`config.mk`:
```
export PLATFORM = sky130hd
export DESIGN_NAME = add_sub_issue_stage
export DESIGN_NICKNAME = d
export VERILOG_FILES = /design/src/rtl/add_sub_issue_stage.sv
export SDC_FILE = /design/constraint.sdc
export NUM_CORES = 1
export LEC_CHECK = 0
export BUFFER_PORTS_ARGS = -buffer_cell sky130_fd_sc_hd__buf_2
export CAP_MARGIN = 20
export CORE_MARGIN = 10
export CORE_UTILIZATION = 30
export CTS_BUF_LIST = sky130_fd_sc_hd__clkbuf_2
export DETAILED_ROUTE_END_ITERATION = 8
export PLACE_DENSITY = 0.51
export SETUP_SLACK_MARGIN = 0.4
export SYNTH_ARGS = -nofsm -noshare
export SYNTH_HDL_FRONTEND = slang
export SYNTH_HIERARCHICAL = 1
export SYNTH_SLANG_ARGS = --single-unit
```
`constraint.sdc`:
```
create_clock -name clk -period 4.92 [get_ports clk]
set_input_delay 0.984 -clock clk [delete_from_list [all_inputs] [get_ports clk]]
set_output_delay 0.984 -clock clk [all_outputs]
set_load 0.02 [all_outputs]
```
`src/rtl/add_sub_issue_stage.sv`:
```
// Operand-issue / result-capture stage around an external 64-bit CLA adder; ADD/SUB/ADC/SBB with a carried flag.
// Latency: accept at edge N, retire into result FIFO at N+1, out_valid in the following cycle; 1 op/cycle.
// Backpressure: S1 holds (adder inputs stable) while the FIFO is full; ADD_SUB_SAT_EN enables signed saturation of ADD/SUB.

module sync_fifo #(
  parameter int W     = 8,
  parameter int DEPTH = 2
) (
  input  logic         clk,
  input  logic         rst,
  input  logic         push_vld,
  output logic         push_rdy,
  input  logic [W-1:0] push_dat,
  output logic         pop_vld,
  input  logic         pop_rdy,
  output logic [W-1:0] pop_dat
);
  localparam int PW = $clog2(DEPTH);
  localparam int CW = $clog2(DEPTH + 1);

  logic [W-1:0]  mem [DEPTH];
  logic [PW-1:0] wr_ptr;
  logic [PW-1:0] rd_ptr;
  logic [CW-1:0] count;
  logic          push;
  logic          pop;

  assign pop_vld  = (count != '0);
  assign pop      = pop_vld & pop_rdy;
  // A pop on the same edge frees the slot, so a full FIFO can still take a push.
  assign push_rdy = (count != CW'(DEPTH)) | pop;
  assign push     = push_vld & push_rdy;
  assign pop_dat  = pop_vld ? mem[rd_ptr] : '0;

  always_ff @(posedge clk or posedge rst) begin
    if (rst) begin
      wr_ptr <= '0;
      rd_ptr <= '0;
      count  <= '0;
    end else begin
      if (push) wr_ptr <= wr_ptr + 1'b1;
      if (pop)  rd_ptr <= rd_ptr + 1'b1;
      case ({push, pop})
        2'b10:   count <= count + 1'b1;
        2'b01:   count <= count - 1'b1;
        default: count <= count;
      endcase
    end
  end

  always_ff @(posedge clk) begin
    if (push) mem[wr_ptr] <= push_dat;
  end
endmodule

module add_sub_issue_stage #(
  parameter int WIDTH      = 64,
  parameter int FIFO_DEPTH = 2
) (
  input  logic             clk,
  input  logic             rst,
  input  logic             in_valid,
  output logic             in_ready,
  input  logic [1:0]       in_op,
  input  logic [WIDTH-1:0] in_a,
  input  logic [WIDTH-1:0] in_b,
  output logic [WIDTH-1:0] add_a,
  output logic [WIDTH-1:0] add_b,
  output logic             add_c_in,
  input  logic [WIDTH-1:0] add_sum,
  input  logic             add_c_out,
  output logic             out_valid,
  input  logic             out_ready,
  output logic [WIDTH-1:0] out_sum,
  output logic [3:0]       out_flags,
  output logic             carry_flag
);
  localparam logic [1:0] OP_ADD = 2'b00;
  localparam logic [1:0] OP_SUB = 2'b01;
  localparam logic [1:0] OP_ADC = 2'b10;

  typedef struct packed {
    logic [WIDTH-1:0] sum;
    logic [3:0]       flags;
  } res_t;

  logic             s1_vld;
  logic [1:0]       s1_op;
  logic [WIDTH-1:0] s1_a;
  logic [WIDTH-1:0] s1_b;
  logic             s1_retire;
  logic             fifo_push_rdy;
  logic             accept;
  logic             res_v;
  logic [WIDTH-1:0] res_sum;
  res_t             push_dat;
  res_t             head_dat;

  assign accept   = in_valid & in_ready;
  assign in_ready = ~rst & (~s1_vld | s1_retire);
  assign s1_retire = s1_vld & fifo_push_rdy;

  always_ff @(posedge clk or posedge rst) begin
    if (rst) begin
      s1_vld <= 1'b0;
      s1_op  <= '0;
      s1_a   <= '0;
      s1_b   <= '0;
    end else if (accept) begin
      s1_vld <= 1'b1;
      s1_op  <= in_op;
      s1_a   <= in_a;
      s1_b   <= in_b;
    end else if (s1_retire) begin
      s1_vld <= 1'b0;
    end
  end

  // carry_flag only moves on retire, so adder inputs stay stable while S1 is held.
  always_ff @(posedge clk or posedge rst) begin
    if (rst)            carry_flag <= 1'b0;
    else if (s1_retire) carry_flag <= add_c_out;
  end

  always_comb begin
    add_a    = '0;
    add_b    = '0;
    add_c_in = 1'b0;
    if (s1_vld) begin
      add_a = s1_a;
      case (s1_op)
        OP_ADD: begin add_b = s1_b;  add_c_in = 1'b0;       end
        OP_SUB: begin add_b = ~s1_b; add_c_in = 1'b1;       end
        OP_ADC: begin add_b = s1_b;  add_c_in = carry_flag; end
        default: begin add_b = ~s1_b; add_c_in = carry_flag; end
      endcase
    end
  end

  always_comb begin
    res_v   = (add_a[WIDTH-1] == add_b[WIDTH-1]) & (add_sum[WIDTH-1] != add_a[WIDTH-1]);
    res_sum = add_sum;
`ifdef ADD_SUB_SAT_EN
    if (res_v && !s1_op[1])
      res_sum = add_a[WIDTH-1] ? {1'b1, {(WIDTH-1){1'b0}}} : {1'b0, {(WIDTH-1){1'b1}}};
`endif
    push_dat.sum   = res_sum;
    push_dat.flags = {res_sum[WIDTH-1], (res_sum == '0), add_c_out, res_v};
  end

  sync_fifo #(
    .W     ($bits(res_t)),
    .DEPTH (FIFO_DEPTH)
  ) u_res_fifo (
    .clk      (clk),
    .rst      (rst),
    .push_vld (s1_vld),
    .push_rdy (fifo_push_rdy),
    .push_dat (push_dat),
    .pop_vld  (out_valid),
    .pop_rdy  (out_ready),
    .pop_dat  (head_dat)
  );

  assign out_sum   = head_dat.sum;
  assign out_flags = head_dat.flags;
endmodule

```
==> out/results.md, run 1 <==
| Item | This run | Unit |
|:---|:---|:---|
| Count of antenna-violating nets left after detailed routing | 0 | - |
| Total negative slack | 0 | ns |
| Total via count in the routed design | 8195 | - |
| Leakage power | 7.01 | nW |
| Routability Congestion | 0.739 | - |
| Total routing usage reported by global routing | 14.5 | % |
| Area of the multi-input gates | 4110 | µm² |
| Register cell area after layout | 7500 | µm² |
| Total power | 6.73 | mW |
| Synth cell types | 32 | - |
| Netlist area before placement | 11900 | µm² |
| Fmax | 263 | MHz |
| Critical Path Start Type | register | - |
| Portion of the post-synthesis area used by sequential elements | 62.8 | % |
| Number of optimization iterations in the first detailed-route pass | 4 | - |
| Total cell area at the placement stage | 14400 | µm² |
| Minimum clock period | 3.80 | ns |
| Gates resized, CTS repair | 0 | - |
| Tightest Pin Transition | 0.949 | ns |
| Pre-CTS setup slack | 1.88 | ns |
| RSZ-0062 raised after global routing | false | - |
| Endpoints failing setup | 0 | - |
| Number of fill cells in the layout | 3901 | - |
| Worst Path Arrival | 2.82 | ns |
| Number of rows created at floorplan | 72 | - |
| P&R area growth vs syn | 26.7 | % |
| Source-to-sink clock delay at the later pin of the worst-skew pair | 0.92 | ns |
| Overall die height | 219 | µm |
| Final core occ | 38.7 | % |
| Most common cell after layout, fill and taps aside | sky130_fd_sc_hd__buf_2 | - |
| Vias in the first global route | 8813 | - |
| Maximum number of pins on one net before global-route repair | 132 | - |
| Maximum vdd ir drop | 0.160 | mV |
| Mean post-synth cell area | 14.3 | µm² |
| CP peak stage delay | 1.00 | ns |
| Total power per unit cell area | 446 | nW/µm² |
| Result of the run | finished clean | - |
| Post-route worst hold slack | 0.277 | ns |
| Root Buffer Master | sky130_fd_sc_hd__clkbuf_2 | - |
| Bufs on Longest Clock Path | 3 | - |
| Initial cell density of the core | 30.5 | % |
| Via-per-instance ratio | 4.44 | - |
| Commonest non-fill, non-tap cells in the layout | sky130_fd_sc_hd__buf_2 (398), sky130_fd_sc_hd__edfxtp_1 (136), sky130_fd_sc_hd__dfrtp_1 (133) | - |
| Critical path class | reg2out | - |
| Clock slew at reported path FFs | 0.09 | ns |
| Top Ports | 399 | - |
| Category of cells accounting for the largest share of critical-path delay | flip-flops | - |
| Sum of net half-perimeters after detailed placement | 25300 | µm |
| Wire length per cell | 19.6 | µm |
| Die footprint | 48100 | µm² |
| Crit path capture type | output pin | - |
| Post-CTS setup repair buffer count | 0 | - |
| Final worst-path cycle share | 77.3 | % |
| Clock tree sinks | 272 | - |
| Max-cap check violation count | 0 | - |
| Number of H-tree branching levels | 3 | - |
| Synthesis Warnings | 6 | - |
| Post-Syn Instances | 836 | - |
| Total grt overflow | 0 | - |
| Post-synthesis sequential element count | 272 | - |
| Number of antenna violations at the first check in global routing | 20 | - |
| Final number of max-transition violations | 0 | - |
| Sum of routed wire length over all layers | 36100 | µm |
| Share of final-layout standard cells stronger than drive strength 1 | 43.7 | % |
| Max_slew headroom | 36.6 | % |
| Worst path buffer plus inverter count | 2 | - |
| Crit-path max FO | 99 | - |
| Post-route insts no fill | 1845 | - |
| Fin. Hold Viols | 0 | - |
| Final instance area | 15100 | µm² |
| Clock tree from TritonCTS | yes | - |
| PortBufs | 398 | - |
| Nets in the synthesized netlist | 1035 | - |
| Global-route wire length before repair | 53300 | µm |
| WP data required | 3.94 | ns |
| Critical Path, Cell by Cell | buf_4 > and2_1 > buf_2 | - |
| Final clock skew | 0.0673 | ns |
| Worst min-delay path category | in2reg | - |
| Setup slack of the critical path after layout | 1.12 | ns |
| Placeable Area | 39000 | µm² |
| Number of cells in the design after placement | 1711 | - |
| Initial drt markers | 350 | - |
| Die Span X | 219 | µm |
| Slowest cell on the critical path | sky130_fd_sc_hd__dfrtp_4 | - |
| Detailed-route DRC error count | 0 | - |
| Final nets | 1473 | - |
| Number of buffers inserted during clock tree synthesis | 76 | - |
## per-layer routing
metal	vias to the layer above	part of all wire, %	GRT usage [%]
met3	71	12	8.71
li1	3820	-	-
met4	24	1.9	4.64
met2	320	46	22.4
met5	-	0.42	0
met1	3960	40	16.4
## synth_stat cells
cell / number / share of area (%)
sky130_fd_sc_hd__a21oi_1: 3 / 0.13
sky130_fd_sc_hd__and2b_4: 1 / 0.084
sky130_fd_sc_hd__nor4_1: 17 / 0.89
sky130_fd_sc_hd__and2_1: 128 / 6.7
sky130_fd_sc_hd__clkbuf_1: 16 / 0.50
sky130_fd_sc_hd__or2_1: 1 / 0.053
sky130_fd_sc_hd__o21ai_0: 1 / 0.042
sky130_fd_sc_hd__nor3b_2: 1 / 0.10
sky130_fd_sc_hd__buf_2: 17 / 0.71
sky130_fd_sc_hd__or3b_4: 1 / 0.094
sky130_fd_sc_hd__mux2_2: 42 / 4.0
sky130_fd_sc_hd__nand2_1: 3 / 0.094
sky130_fd_sc_hd__mux2i_1: 69 / 5.8
sky130_fd_sc_hd__mux2_1: 89 / 8.4
sky130_fd_sc_hd__buf_4: 7 / 0.44
sky130_fd_sc_hd__a22oi_1: 1 / 0.063
sky130_fd_sc_hd__nor3_1: 2 / 0.084
sky130_fd_sc_hd__nor2_1: 70 / 2.2
sky130_fd_sc_hd__buf_6: 11 / 1.0
sky130_fd_sc_hd__inv_1: 5 / 0.16
sky130_fd_sc_hd__xor2_1: 65 / 4.8
sky130_fd_sc_hd__xnor2_1: 2 / 0.15
sky130_fd_sc_hd__edfxtp_1: 136 / 34
sky130_fd_sc_hd__nand2_2: 1 / 0.053
sky130_fd_sc_hd__dfrtp_1: 136 / 29
sky130_fd_sc_hd__a22o_1: 1 / 0.074
sky130_fd_sc_hd__nor2b_1: 2 / 0.10
sky130_fd_sc_hd__nor2_2: 1 / 0.053
sky130_fd_sc_hd__nand4_1: 4 / 0.21
sky130_fd_sc_hd__and3_1: 1 / 0.053
sky130_fd_sc_hd__or2_2: 1 / 0.053
sky130_fd_sc_hd__nand2b_1: 1 / 0.053
## final timing paths
check / startpoint / end / slack [ns] / cells past startpoint
worst max-delay path: s1_vld$_DFFE_PP0P_ / add_a[49] / 1.12 / 3
worst min-delay path: in_a[52] / s1_a[52]$_DFFE_PP0P_ / 0.28 / 2
worst max register to register: s1_vld$_DFFE_PP0P_ / u_res_fifo/mem[0][60]$_DFFE_PP_ / 2.15 / 3
worst min register to register: s1_a[13]$_DFFE_PP0P_ / s1_a[13]$_DFFE_PP0P_ / 0.48 / 1
max in group asynchronous: rst / s1_a[19]$_DFFE_PP0P_ / 3.33 / 5
min in group asynchronous: rst / carry_flag$_DFFE_PP0P_ / 0.60 / 3
## final cells by class
cell class	count	area share (%)
Clock buffer	106	3.51
Tap cell	518	4.29
Clock inverter	15	0.721
Multi-Input combinational cell	508	27.2
Inverter	5	0.141
Sequential cell	272	49.7
Antenna cell	10	0.166
Timing Repair Buffer	411	14.3
## logic make-up (layout without fill, tap and decap cells)
kind of cell / Yosys count / count (layout) / synth area share [%]
compound gates: 6 / 6 / 0.304
mux: 200 / 200 / 18.2
simple gates: 235 / 235 / 10.9
xor+xnor: 67 / 67 / 4.92
flops: 272 / 272 / 62.8
other cells: 0 / 10 / 0
buf+inv: 56 / 537 / 2.86
## timing repair
item	in CTS	in global routing
hold buffers	1	0
endpoints found under the setup margin	0	0
hold endpoints to repair	4	0
## registers in the layout, summed over array words and instances (netlist names)
signal             flops
u_res_fifo/mem       136
s1_vld                 1
u_res_fifo/rd_ptr      1
s1_a                  64
s1_b                  64
carry_flag             1
u_res_fifo/count       2
u_res_fifo/wr_ptr      1
s1_op                  2
## report_power, final
| group | total, mW | internal, mW | switching, mW |
|---|---|---|---|
| logic | 2.15 | 0.824 | 1.33 |
| clock network | 1.60 | 0.671 | 0.932 |
| registers | 2.97 | 2.73 | 0.243 |
Power figures use the tool's default switching activity.
==> run 2, diff against run 1 <==
--- a/config.mk
+++ b/config.mk
@@ -11,7 +11,7 @@
 export CORE_UTILIZATION = 30
 export CTS_BUF_LIST = sky130_fd_sc_hd__clkbuf_2
 export DETAILED_ROUTE_END_ITERATION = 8
-export PLACE_DENSITY = 0.51
+export PLACE_DENSITY = 0.53
 export SETUP_SLACK_MARGIN = 0.4
 export SYNTH_ARGS = -nofsm -noshare
 export SYNTH_HDL_FRONTEND = slang
==> constraint.sdc (replaced) <==
create_clock -name clk -period 3.3 [get_ports clk]
set_input_delay 0.66 -clock clk [delete_from_list [all_inputs] [get_ports clk]]
set_output_delay 0.66 -clock clk [all_outputs]
set_load 0.02 [all_outputs]
==> run 2 against run 1 <==
Combinational power up 140%. Non-clock buffer count up 237. Via count up 12%. Highest routed layer is now met4. Setup slack worse by 0.68 ns. Critical endpoint is now add_b[6]. Critical path depth up 1. Sequential share of layout area down 9.4 points. Cell count up 13%. Design area up 23%. Sequential power up 46%.
==> out/results.md, run 2 (synthesized netlist as in run 1, its figures left out) <==
| Item | This run | Unit | Change |
|:---|:---|:---|:---|
| Result of the run | finished clean | - |  |
| Placeable Area | 39000 | µm² | unchanged |
| Initial drt markers | 356 | - | +1.7% |
| Maximum number of pins on one net before global-route repair | 70 | - | -47% |
| Largest register by flop count | u_res_fifo/mem | - |  |
| Minimum clock period | 2.86 | ns |  |
| Final instance area | 18600 | µm² | +23% |
| Critical Path, Cell by Cell | buf_12 > xor2_1 > and2_1 > buf_2 | - |  |
| Final number of max-transition violations | 0 | - | unchanged |
| Initial cell density of the core | 30.5 | % | unchanged |
| Tightest Pin Transition | 0.683 | ns | -0.266 ns |
| Post-route insts no fill | 2087 | - | +13% |
| CP peak stage delay | 0.61 | ns | -0.39 ns |
| Vias in the first global route | 10.1k | - | +15% |
| Final clock skew | 0.0646 | ns | -0.00273 ns |
| Total power | 11.9 | mW | +76% |
| Number of optimization iterations in the first detailed-route pass | 4 | - | unchanged |
| Logic depth of the worst register-to-register path | 7 | - | +4 |
| Global-route wire length before repair | 58600 | µm | +9.9% |
| Count of antenna-violating nets left after detailed routing | 0 | - | unchanged |
| Total routing usage reported by global routing | 15.8 | % | +1.3 points |
| Root Buffer Master | sky130_fd_sc_hd__clkbuf_2 | - |  |
| Number of antenna violations at the first check in global routing | 5 | - | -75% |
| Number of cells in the design after placement | 1719 | - | +0.47% |
| Worst path depth | 4 | - | +1 |
| Final nets | 1711 | - | +16% |
| Critical path class | reg2out | - |  |
| Worst Path Arrival | 2.20 | ns | -0.62 ns |
| Detailed-route DRC error count | 0 | - | unchanged |
| Die footprint | 48100 | µm² | unchanged |
| Setup slack of the critical path after layout | 0.439 | ns | -0.679 ns |
| Number of buffers inserted during clock tree synthesis | 77 | - | +1.3% |
| Flip-flop count of the largest register, all copies and words added | 136 | - | unchanged |
| Wire length per cell | 19.8 | µm | +1.1% |
| Final worst-path cycle share | 86.7 | % |  |
| Critical Path Start Type | register | - |  |
| Clock tree sinks | 272 | - | unchanged |
| Top Ports | 399 | - | unchanged |
| Total negative slack | 0 | ns | unchanged |
| Number of rows created at floorplan | 72 | - | unchanged |
| Endpoints failing setup | 0 | - | unchanged |
| Pre-CTS setup slack | 0.734 | ns | -1.14 ns |
| Most common cell after layout, fill and taps aside | sky130_fd_sc_hd__buf_2 | - |  |
| Worst min-delay path category | in2async | - |  |
| Overall die height | 219 | µm | unchanged |
| Source-to-sink clock delay at the later pin of the worst-skew pair | 0.95 | ns | +0.03 ns |
| Bufs on Longest Clock Path | 3 | - | unchanged |
| PortBufs | 398 | - | unchanged |
| Crit-path max FO | 15 | - | -85% |
| Final core occ | 47.7 | % | +9.0 points |
| Worst path buffer plus inverter count | 2 | - | unchanged |
| Total grt overflow | 0 | - | unchanged |
| Total via count in the routed design | 9216 | - | +12% |
| Slowest cell on the critical path | sky130_fd_sc_hd__dfrtp_4 | - |  |
| Crit path capture type | output pin | - |  |
| Clock slew at reported path FFs | 0.09 | ns | about the same |
| Share of final-layout standard cells stronger than drive strength 1 | 44.0 | % | +0.31 points |
| Routability Congestion | 0.728 | - | -1.5% |
| WP data required | 2.64 | ns | -1.30 ns |
| Total cell area at the placement stage | 14500 | µm² | +0.98% |
| Fmax | 350 | MHz |  |
| Commonest non-fill, non-tap cells in the layout | sky130_fd_sc_hd__buf_2 (305), sky130_fd_sc_hd__dlygate4sd3_1 (197), sky130_fd_sc_hd__edfxtp_1 (136) | - |  |
| Die Span X | 219 | µm | unchanged |
| P&R area growth vs syn | 56.2 | % |  |
| RSZ-0062 raised after global routing | true | - |  |
| Leakage power | 8.34 | nW | +19% |
| Sum of net half-perimeters after detailed placement | 25500 | µm | +0.86% |
| Fin. Hold Viols | 0 | - | unchanged |
| Sum of routed wire length over all layers | 41300 | µm | +14% |
| Max_slew headroom | 54.1 | % | +17 points |
| Total power per unit cell area | 637 | nW/µm² | +43% |
| Max-cap check violation count | 0 | - | unchanged |
| Via-per-instance ratio | 4.42 | - | -0.58% |
| Number of H-tree branching levels | 3 | - | unchanged |
| Post-route worst hold slack | 0.292 | ns | +0.0149 ns |
| Category of cells accounting for the largest share of critical-path delay | flip-flops | - |  |
| Largest registers | u_res_fifo/mem x136, s1_a x64, s1_b x64 | - |  |
| Maximum vdd ir drop | 0.259 | mV | +62% |
| Clock tree from TritonCTS | yes | - |  |
run 2: worst min-delay path: stages:
cell and delay, ns:
sky130_fd_sc_hd__dlygate4sd3_1 0.55, sky130_fd_sc_hd__buf_2 0.18, sky130_fd_sc_hd__inv_1 0.16
run 2: worst paths after layout:
check	start	end	slack, ns
min in group clk	in_valid	s1_b[56]$_DFFE_PP0P_	0.44
max in group asynchronous	rst	s1_b[36]$_DFFE_PP0P_	2.12
setup / recovery	s1_op[0]$_DFFE_PP0P_	add_b[6]	0.44
setup reg to reg	u_res_fifo/count[1]$_DFFE_PP0P_	s1_a[46]$_DFFE_PP0P_	0.87
hold reg to reg	s1_a[5]$_DFFE_PP0P_	s1_a[5]$_DFFE_PP0P_	0.48
hold / removal	rst	u_res_fifo/rd_ptr$_DFFE_PP0P_	0.29
run 2: repair_timing:
action / in CTS / in global routing
setup buffers: 13 / 7
setup endpoints to repair: 199 / 164
gates resized for setup: 75 / 189
pin swaps: 5 / 13
hold endpoints to repair: 287 / 0
hold buffers: 197 / 0
gates cloned: 4 / 11
run 2: area by class of cell:
cell class / instances / area (µm²)
clock buffer: 113 / 566
multi-input combinational: 508 / 4400
timing repair buffer: 648 / 5340
clock inverter: 14 / 106
fill: 3476 / 20400
sequential: 272 / 7500
tap: 518 / 648
inverter: 5 / 30.0
antenna: 9 / 22.5
run 2: where the power goes:
group          leakage [nW]  switching [mW]  total [mW]  internal (mW)
Combinational          4.97            2.63        5.07           2.44
Clock                 0.527            1.40        2.45           1.05
Sequential             2.84           0.256        4.33           4.07
Total                  8.34            4.29        11.9           7.57
run 2: layer usage:
metal  wire length, µm  up-vias  track usage (%)
li1                  -     4311                -
met1             16400     4497             17.7
met2             20300      346             26.4
met3              3830       62             7.29
met4               735        0             4.92
met5                 0        -                0
==> run 3, diff against run 2 <==
--- a/config.mk
+++ b/config.mk
@@ -11,7 +11,7 @@
 export CORE_UTILIZATION = 30
 export CTS_BUF_LIST = sky130_fd_sc_hd__clkbuf_2
 export DETAILED_ROUTE_END_ITERATION = 8
-export PLACE_DENSITY = 0.53
+export PLACE_DENSITY = 0.51
 export SETUP_SLACK_MARGIN = 0.4
 export SYNTH_ARGS = -nofsm -noshare
 export SYNTH_HDL_FRONTEND = slang
==> constraint.sdc (replaced) <==
create_clock -name clk -period 2.75 [get_ports clk]
set_input_delay 0.55 -clock clk [delete_from_list [all_inputs] [get_ports clk]]
set_output_delay 0.55 -clock clk [all_outputs]
set_load 0.02 [all_outputs]
==> run 3 against run 2 <==
The flow now finishes with violations (setup timing). Utilization up 4.4 points. Non-clock buffer count rose by 44. Total power up 27%. Cell count grew 2.0%. Register-to-register slack worse by 0.41 ns. Sequential share of layout area decreased by 3.4 points. Flip-flop and latch count stayed put. Critical endpoint is now in_ready. Largest power group unchanged.
==> out/results.md, run 3 (synthesized netlist as in run 1, its figures left out) <==
| Item | This run | Unit | Change |
|:---|:---|:---|:---|
| Result of the run | finished with violations | - |  |
| Failing checks | setup timing | - |  |
| Startpoint of the most critical setup path | u_res_fifo/count[0]$_DFFE_PP0P_ | - |  |
| Max-cap check violation count | 0 | - | unchanged |
| Leakage power | 9.02 | nW | +8.2% |
| Endpoints failing setup | 9 | - | +9 |
| Count of antenna-violating nets left after detailed routing | 0 | - | unchanged |
| Die Span X | 219 | µm | unchanged |
| Crit-path max FO | 4 | - | -11 |
| Total routing usage reported by global routing | 18.0 | % | +2.2 points |
| Total via count in the routed design | 9524 | - | +3.3% |
| Register cell area after layout | 7500 | µm² | unchanged |
| Logic depth of the worst register-to-register path | 7 | - | unchanged |
| Final worst-path cycle share | 101 | % |  |
| Via-per-instance ratio | 4.48 | - | +1.4% |
| Tightest Pin Transition | 1.09 | ns | +0.403 ns |
| Worst Path Arrival | 2.23 | ns | +0.03 ns |
| Die footprint | 48100 | µm² | unchanged |
| Minimum clock period | 2.78 | ns |  |
| Max_slew headroom | 27.6 | % | -26 points |
| Total cell area at the placement stage | 14500 | µm² | +0.12% |
| Final nets | 1752 | - | +2.4% |
| Bufs on Longest Clock Path | 3 | - | unchanged |
| Commonest non-fill, non-tap cells in the layout | sky130_fd_sc_hd__buf_2 (200), sky130_fd_sc_hd__dlygate4sd3_1 (199), sky130_fd_sc_hd__buf_6 (148) | - |  |
| Routability Congestion | 0.739 | - | +1.5% |
| Placeable Area | 39000 | µm² | unchanged |
| P&R area growth vs syn | 70.5 | % |  |
| Total grt overflow | 0 | - | unchanged |
| Critical path class | reg2out | - |  |
| Global-route wire length before repair | 65200 | µm | +11% |
| Wire length per cell | 21.7 | µm | +9.9% |
| Flip-flop count of the largest register, all copies and words added | 136 | - | unchanged |
| PortBufs | 398 | - | unchanged |
| Number of fill cells in the layout | 3345 | - | -3.8% |
| Sum of net half-perimeters after detailed placement | 25300 | µm | -0.78% |
| Maximum vdd ir drop | 0.376 | mV | +45% |
| Total power per unit cell area | 740 | nW/µm² | +16% |
| Final clock skew | 0.0627 | ns | -0.00192 ns |
| Final number of max-transition violations | 0 | - | unchanged |
| Critical Path Start Type | register | - |  |
| Number of rows created at floorplan | 72 | - | unchanged |
| Worst r2r src | u_res_fifo/count[1]$_DFFE_PP0P_ | - |  |
| Source-to-sink clock delay at the later pin of the worst-skew pair | 0.92 | ns | -0.03 ns |
| Vias in the first global route | 10.5k | - | +3.7% |
| Largest register by flop count | u_res_fifo/mem | - |  |
| Setup slack of the critical path after layout | -0.0271 | ns | -0.466 ns |
| Top Ports | 399 | - | unchanged |
| RSZ-0062 raised after global routing | true | - |  |
| Final instance area | 20300 | µm² | +9.1% |
| WP data required | 2.20 | ns | -0.44 ns |
| Clock slew at reported path FFs | 0.11 | ns | +0.02 ns |
| Detailed-route DRC error count | 0 | - | unchanged |
| Largest registers | u_res_fifo/mem x136, s1_a x64, s1_b x64 | - |  |
| Initial cell density of the core | 30.5 | % | unchanged |
| Fmax | 360 | MHz |  |
| Number of optimization iterations in the first detailed-route pass | 4 | - | unchanged |
| Sum of routed wire length over all layers | 46300 | µm | +12% |
| Number of antenna violations at the first check in global routing | 3 | - | -2 |
| Number of buffers inserted during clock tree synthesis | 74 | - | -3.9% |
| Final core occ | 52.1 | % | +4.4 points |
| Root Buffer Master | sky130_fd_sc_hd__clkbuf_2 | - |  |
| Area of the multi-input gates | 4550 | µm² | +3.4% |
| Fin. Hold Viols | 0 | - | unchanged |
| Clock tree from TritonCTS | yes | - |  |
| Share of final-layout standard cells stronger than drive strength 1 | 50.4 | % | +6.4 points |
| Number of H-tree branching levels | 3 | - | unchanged |
| Crit path capture type | output pin | - |  |
| Worst min-delay path category | in2async | - |  |
| Initial drt markers | 438 | - | +23% |
| Clock tree sinks | 272 | - | unchanged |
| Overall die height | 219 | µm | unchanged |
| Most common cell after layout, fill and taps aside | sky130_fd_sc_hd__buf_2 | - |  |
| Maximum number of pins on one net before global-route repair | 89 | - | +27% |
==> run 3: changes by cell type in the layout (fill, tap and decap cells not counted), moves of 3 or more <==
cell / before / now
sky130_fd_sc_hd__nor2_1: 48 / 60
sky130_fd_sc_hd__nor2_4: 11 / 4
sky130_fd_sc_hd__and2_1: 110 / 23
sky130_fd_sc_hd__buf_4: 50 / 77
sky130_fd_sc_hd__and2_4: 18 / 105
sky130_fd_sc_hd__mux2i_2: 8 / 11
sky130_fd_sc_hd__clkbuf_2: 113 / 116
sky130_fd_sc_hd__buf_16: 6 / 32
sky130_fd_sc_hd__buf_12: 18 / 24
sky130_fd_sc_hd__buf_2: 305 / 200
sky130_fd_sc_hd__diode_2: 9 / 3
sky130_fd_sc_hd__mux2i_1: 60 / 57
sky130_fd_sc_hd__buf_6: 61 / 148
sky130_fd_sc_hd__nor2_2: 12 / 7
==> run 3: power by group <==
group / internal (mW) / total (mW) / switching [mW] / leakage (nW)
logic: 3.50 / 6.82 / 3.32 / 5.64
clock network: 1.29 / 3.01 / 1.72 / 0.540
registers: 4.89 / 5.20 / 0.309 / 2.84
==> run 3: timing repair <==
item	in CTS	in global routing
resized for setup	406	143
hold endpoints to repair	316	0
setup buffers	27	11
setup endpoints to repair	199	247
hold buffers	200	0
pin swaps	59	69
cloned	28	12
==> run 3: per-stage QoR <==
step	hold slack (ns)	setup WS, ns	TNS [ns]	total power [mW]	cells
floorplan	0.316	0.563	0	7.93	836
global placement	0.459	0.375	0	9.42	1718
detailed placement	0.466	0.338	0	9.45	1718
CTS	0.0225	-0.194	-21.48	14.5	2103
global route	0.0910	-0.199	-22.43	15.8	2128
finish	0.183	-0.0271	-0.0665	15.0	2128
==> run 3: path summary, 6_finish.rpt <==
path                                                       to  slack (ns)
worst max-delay path                                 in_ready       -0.03
worst min-delay path            u_res_fifo/wr_ptr$_DFFE_PP0P_        0.18
worst max register to register            s1_a[1]$_DFFE_PP0P_        0.46
worst min register to register           s1_a[13]$_DFFE_PP0P_        0.49
max in group asynchronous                 s1_a[1]$_DFFE_PP0P_        1.58
min in group clk                         s1_b[42]$_DFFE_PP0P_        0.23
==> run 3: cell type report <==
| type | instances | share of cell area [%] |
|---|---|---|
| repair buffers | 692 | 33.9 |
| inverters | 5 | 0.148 |
| clock inverters | 14 | 0.517 |
| diodes | 3 | 0.0369 |
| well taps | 518 | 3.19 |
| multi-input cells | 508 | 22.4 |
| flip-flops and latches | 272 | 36.9 |
| clock buffers | 116 | 2.86 |
==> run 3: layer usage <==
layer,up-vias,wire length [µm],GRT usage (%)
li1,4392,-,-
met4,0,1240,6.80
met1,4703,18500,21.1
met3,84,3410,5.76
met5,-,0,0
met2,345,23200,30.4
==> run 3: worst max-delay path, cell delays in order (launching register included) <==
cell and delay [ns]:
sky130_fd_sc_hd__dfrtp_2 0.46, sky130_fd_sc_hd__or3b_4 0.40, sky130_fd_sc_hd__and2b_4 0.28, sky130_fd_sc_hd__nor2_4 0.04
sky130_fd_sc_hd__buf_6 0.13
